`config.mk`:
```
export PLATFORM = sky130hd
export DESIGN_NAME = terrain_column_renderer
export DESIGN_NICKNAME = d
export VERILOG_FILES = /design/src/rtl/terrain_column_renderer.sv
export SDC_FILE = /design/constraint.sdc
export NUM_CORES = 1
export LEC_CHECK = 0
export ABC_AREA = 1
export ABC_CLOCK_PERIOD_IN_PS = 3300
export BUFFER_PORTS_ARGS = -buffer_cell sky130_fd_sc_hd__buf_2
export CORE_MARGIN = 1
export CORE_UTILIZATION = 27
export DETAILED_ROUTE_END_ITERATION = 8
export HOLD_SLACK_MARGIN = 0.1
export SLEW_MARGIN = 20
export SYNTH_ARGS = -nofsm -noshare
export SYNTH_HDL_FRONTEND = slang
export SYNTH_SLANG_ARGS = --single-unit
```
`constraint.sdc`:
```
create_clock -name clk -period 3.3 [get_ports clk]
set_clock_uncertainty 0.1 [all_clocks]
set_input_delay 0.495 -clock clk [delete_from_list [all_inputs] [get_ports clk]]
set_output_delay 0.495 -clock clk [all_outputs]
set_load 0.05 [all_outputs]
```
`src/rtl/terrain_column_renderer.sv`:
```
// Terrain column renderer: fetches one height per screen column from the front height
// buffer, paints that column sky/ground on a 160x120 VGA adapter, then handshakes a swap.
module terrain_column_renderer #(
   parameter int unsigned H_RES         = 160,
   parameter int unsigned V_RES         = 120,
   parameter int unsigned RD_LATENCY    = 1,
   parameter logic [2:0]  SKY_COLOUR    = 3'b011,
   parameter logic [2:0]  GROUND_COLOUR = 3'b010
) (
   input  logic       clk,
   input  logic       resetn,
   input  logic       start,
   output logic       rd_en,
   output logic [7:0] rd_addr,
   input  logic [7:0] rd_data,
   output logic [7:0] vga_x,
   output logic [6:0] vga_y,
   output logic [2:0] vga_colour,
   output logic       plot,
   output logic       busy,
   output logic       swap_req,
   input  logic       swap_ack,
   output logic       overrun
);

   localparam logic [2:0] S_IDLE = 3'd0;
   localparam logic [2:0] S_REQ  = 3'd1;
   localparam logic [2:0] S_WAIT = 3'd2;
   localparam logic [2:0] S_DRAW = 3'd3;
   localparam logic [2:0] S_SWAP = 3'd4;

   localparam logic [7:0] COL_LAST   = 8'(H_RES - 1);
   localparam logic [6:0] ROW_LAST   = 7'(V_RES - 1);
   localparam logic [7:0] HEIGHT_MAX = 8'(V_RES);
   localparam logic [7:0] WAIT_LAST  = 8'(RD_LATENCY - 1);

   logic [2:0] state, state_next;
   logic [7:0] col, col_next;
   logic [6:0] row, row_next;
   logic [7:0] wait_cnt, wait_cnt_next;
   logic [7:0] height, height_next;
   logic [7:0] x_hold;
   logic [6:0] y_hold;
   logic [2:0] colour_hold;
   logic [2:0] pixel_colour;
   logic       overrun_next;

   always_comb begin
      state_next    = state;
      col_next      = col;
      row_next      = row;
      wait_cnt_next = wait_cnt;
      height_next   = height;
      case (state)
         S_IDLE: begin
            if (start) begin
               state_next = S_REQ;
               col_next   = '0;
            end
         end
         S_REQ: begin
            state_next    = S_WAIT;
            wait_cnt_next = '0;
         end
         S_WAIT: begin
            if (wait_cnt == WAIT_LAST) begin
               // Heights past the bottom row would paint nothing but sky anyway.
               height_next = (rd_data > HEIGHT_MAX) ? HEIGHT_MAX : rd_data;
               row_next    = '0;
               state_next  = S_DRAW;
            end else begin
               wait_cnt_next = wait_cnt + 8'd1;
            end
         end
         S_DRAW: begin
            if (row == ROW_LAST) begin
               if (col == COL_LAST) begin
                  state_next = S_SWAP;
               end else begin
                  col_next   = col + 8'd1;
                  state_next = S_REQ;
               end
            end else begin
               row_next = row + 7'd1;
            end
         end
         S_SWAP: begin
            if (swap_ack) begin
               state_next = S_IDLE;
            end
         end
         default: state_next = S_IDLE;
      endcase
   end

   assign pixel_colour = ({1'b0, row} >= height) ? GROUND_COLOUR : SKY_COLOUR;

   assign rd_en      = (state == S_REQ);
   assign rd_addr    = col;
   assign plot       = (state == S_DRAW);
   assign busy       = (state != S_IDLE);
   assign swap_req   = (state == S_SWAP);
   assign vga_x      = plot ? col : x_hold;
   assign vga_y      = plot ? row : y_hold;
   assign vga_colour = plot ? pixel_colour : colour_hold;

   assign overrun_next = overrun | (start & busy);

   always_ff @(posedge clk) begin
      if (!resetn) begin
         state       <= S_IDLE;
         col         <= '0;
         row         <= '0;
         wait_cnt    <= '0;
         height      <= '0;
         x_hold      <= '0;
         y_hold      <= '0;
         colour_hold <= '0;
         overrun     <= 1'b0;
      end else begin
         state       <= state_next;
         col         <= col_next;
         row         <= row_next;
         wait_cnt    <= wait_cnt_next;
         height      <= height_next;
         x_hold      <= vga_x;
         y_hold      <= vga_y;
         colour_hold <= vga_colour;
         overrun     <= overrun_next;
      end
   end

endmodule

```
# Word level (Yosys, flattened, before mapping)
# Cells that the tools add are included.
[totals] romBits=0 mem_bits_rw=0 register_bits=53 elab_cells=60 inputBits=12 mem_count=0 out_inout_bits=31 latchBits=0
[classes] addsub=3 n_mul=0 n_shift=0 magnitude_cmp=2 n_bitwise=2 n_mux=20 div_mod_pow=0 n_reduce_logical=11 eq_ne=13
[ops] op="$mux 8" count=6
[ops] op="$pmux 8 s2" count=2
[ops] op="$mux 7" count=3
[ops] op="$mux 3" count=6
[ops] op="$add 8x1->8 const B" count=2
[ops] op="$pmux 3 s5" count=1
[ops] op="$pmux 7 s2" count=1
[ops] op="$ne 2x2->1 const B" count=5
[ops] op="$eq 8x8->1 const B" count=1
[ops] op="$ge 7x8->1" count=1
[ops] op="$gt 8x7->1 const B" count=1
[ops] op="$logic_not 8->1" count=1
[ops] op="$reduce_and 4->1" count=2
[ops] op="$add 7x1->7 const B" count=1
[ops] op="$eq 7x7->1 const B" count=1
[ops] op="$eq 3x2->1 const B" count=2
[ops] op="$reduce_bool 2->1" count=3
[ops] op="$ne 2x1->1 const B" count=2
[ops] op="$reduce_and 2->1" count=2
[ops] op="$eq 3x1->1 const B" count=1
[ops] op="$eq 3x3->1 const B" count=1
[ops] op="$logic_not 3->1" count=1
[ops] op="$reduce_and 3->1" count=1
[ops] op="$reduce_bool 3->1" count=1
[ops] op="3 further kinds" count=3

# Longest topological paths before layout
[logic_depth] ltp_word=4 depth_mapped=10 mapped_depth_nobuf=10

# Worst setup path after synthesis
# No wires, ideal clock.
[synth_path] path_kind="register to output" startpoint="register state[0]" endpoint="output port vga_x[0]" t_required_ns=2.705 path_slack_ns=0.980 arrival_time_ns=1.725 path_stages_with_launch=6 n_path_buf=1 path_cell_list="dfxtp_1 -> nand2_2 -> nor2_4 -> inv_2 -> clkbuf_1 -> a21oi_1"
[synth_between] elab_chain_cells=2
[synth_lines] item="start: declaration" line="37" text="logic [2:0] state, state_next;"
[synth_lines] item="start signal: assignment" line="121" text="state <= state_next;"
[synth_lines] item="$eq 3x2->1" line="100" text="assign plot = (state == S_DRAW);"
[synth_lines] item="$mux 8" line="103" text="assign vga_x = plot ? col : x_hold;"
[synth_lines] item="end: declaration" line="16" text="output logic [7:0] vga_x,"
# No other way between the ends.

# Worst setup path after layout
[layout_path] startpoint="register state[2]" endpoint="output port vga_colour[0]"
[layout_between] elab_chain_cells=2
[layout_lines] item="$eq 3x2->1" line="100"
[layout_lines] item="$mux 3" line="105" text="assign vga_colour = plot ? pixel_colour : colour_hold;"
[layout_lines] item="end: declaration" line="18" text="output logic [2:0] vga_colour,"
# No other way between the ends.

==> results.ini <==
[critical_path]
cp_slowest_cell=dfxtp_1
cpLargestDelayFamily=buffers and inverters
worst_path_most_repeated_cell=nand2_1
cp-start-kind=flop
critPathMaxStageDelay_ns=0.50
cp.depth=6
crit_arrival_ns=2.08
path_class=flop to output port
crit_chain=nor2_4 > buf_4 > inv_2 > nand2_1 > nand2_1 > buf_2
critPathRequiredTime_ns=2.70
crit_fanout=33
crit_buf_inv=3
crit_path_end_kind=output port
ff2ff_path_depth=9

[timing]
worstMarginPinSlew_ns=0.618
relSlewSlack_pct=58.7
grt_setup_unrepaired=no
finalCritPeriodShare_pct=81.1
drv_slew=0
setup_tns_ns=0
max_freq_mhz=374
final.min_clock_period_ns=2.68
worst_slack_ns=0.623
report.final.hold_viol_count=0
setup_viol=0

[finish]
drive_above_1_share_pct=21.8
fin_nets=480
antenna_cells=0
area_growth_pct=14.3
final_cell_count_no_fill=594

[placement]
pre_cts_ws_ns=0.914
port_buffers=42
gp_congestion=0.836
hpwlAfterDp_um=4740
dp.cells=586

[synth]
synth_ff_type=dfxtp_1
yosysSeqAreaShare_pct=36.5
syn_area_sq_mm=0.00290
synth_edf_count=0
synth_cells=416
synth_nets=439
syn_avg_cell_area_sq_um=6.98
ys_warn_count=0
yosys_register_bits=53
ys_types=35
async_flop_share_pct=0

[drt]
via_per_inst=4.39
antenna_left=0
post-route-drc-count=0
initialDrtViolationCount=102
routed_wl_um=6300
vias=2608
post_drt_wl_per_cell_um=10.6
firstDrtPassIters=4

[floorplanning]
fp.dieH_um=106
pin_count=43
die_w_um=106
start_util_pct=28.0
dieArea_sq_mm=0.0112
rows=37
core_sq_mm=0.0104

[grt]
grt_start_max_net_pins=35
grt_pass1_wl_um=11100
grt_usage_pct=12.2
grt-ovfl-total=0
grt_pass1_vias=2476
grt_antenna_before_repair=0

[outcome]
outcome=completed

[cts]
clockRootBuffer=clkbuf_8
cts_tree=yes
clk_path_buf_depth=2
cts-htree-levels=2
postCtsHoldBufs=0
clock-sinks=53
clk_pin_slew_ns=0.09
cts_resized=0
cts_made_buffers=5
insertion_delay_ns=0.30
cts_setup_buffers=0

[hold_path]
hold_path.class=input pin to flop
hold_depth=3

[run]
drv_cap=0

[pwr]
ir_drop_mv=0.212
p_leak_uw=0.00154
power.density_mw_per_mm2=710

[worst paths after layout]
kind / from / endpoint / slack [ns]
hold reg to reg: colour_hold[2] / colour_hold[2] / 0.35
setup reg to reg: state[0] / rd_addr[2] / 1.30
setup / recovery: state[2] / vga_colour[0] / 0.62
hold / removal: rd_data[3] / height[3] / 0.34
[placed cells by master, fill, tap and decap left out, types with 8 or more instances in the layout]
cell type	n
nor3_1	8
dfxtp_1	53
o21ai_0	19
or2_2	9
nand2_1	69
nor2_1	62
inv_1	55
nand2_2	13
nand3_1	17
o21ai_1	20
a21oi_1	24
buf_2	42
a21oi_2	10
ha_1	11
[Yosys cell counts (8+ instances only)]
library cell | instances | share of area [%]
o21ai_0 | 19 | 3.3
a21oi_2 | 10 | 3.0
dfxtp_1 | 53 | 37
nand3_1 | 17 | 2.9
nor2_1 | 62 | 8.0
nand2_2 | 13 | 2.8
inv_1 | 55 | 7.1
o21ai_1 | 20 | 3.4
or2_2 | 9 | 1.9
ha_1 | 11 | 4.7
nand2_1 | 69 | 8.9
a21oi_1 | 24 | 4.1
nor3_1 | 8 | 1.4
[state kept, by name, summed over array words and instances (netlist names)]
| name | count |
|---|---|
| x_hold | 8 |
| colour_hold | 3 |
| state | 3 |
| height | 8 |
| overrun | 1 |
| y_hold | 7 |
| wait_cnt | 8 |
| rd_addr | 8 |
| row | 7 |
[worst register-to-register path, cell delays in order, from the launching register on]
cell and delay (ns):
dfxtp_1 0.47, nand2_2 0.10, nor2_4 0.08, buf_4 0.23, inv_2 0.29, nand2_4 0.15
nand2_4 0.11, nor2_8 0.21, nand2_2 0.08, a21oi_2 0.13
[report_power, final]
part	switching, uW	internal [uW]	leakage (uW)
Combinational	885	323	0.00107
Sequential	64.3	735	0.000430
Clock	198	151	0.0000395
[cell type report]
class | count | area (sq um)
Inverter | 63 | 236
Clock buffer | 8 | 80.1
Tap cell | 136 | 170
Sequential cell | 53 | 1060
Timing Repair Buffer | 44 | 225
Multi-Input combinational cell | 290 | 1550
Fill cell | 1162 | 7050
[logic make-up after synthesis]
group,after synthesis,share of synthesized area (%)
simple gates,197,32.2
compound gates,81,16.0
buf+inv,73,10.3
fa+ha+maj,11,4.74
flops,53,36.5
xor+xnor,1,0.302
[routing by layer]
metal	part of all wire (%)	vias up	GRT usage (%)
li1	-	1401	-
met1	48	1159	14.9
met2	47	42	21.4
met3	4.1	6	2.66
met4	1.0	0	3.27
met5	0	-	0
[per-stage QoR]
stage	util, %	hold slack [ns]	instance area [sq um]	total power, uW
6_report	32.0	0.342	3320	2360
4_1_cts	32.0	0.335	3320	2400
3_5_place_dp	31.2	0.339	3240	2040
3_3_place_gp	31.2	0.333	3240	2020
5_1_grt	32.0	0.341	3320	2540
2_1_floorplan	-	0.325	2900	1800
Note: power is estimated with default switching activity, not from simulation.
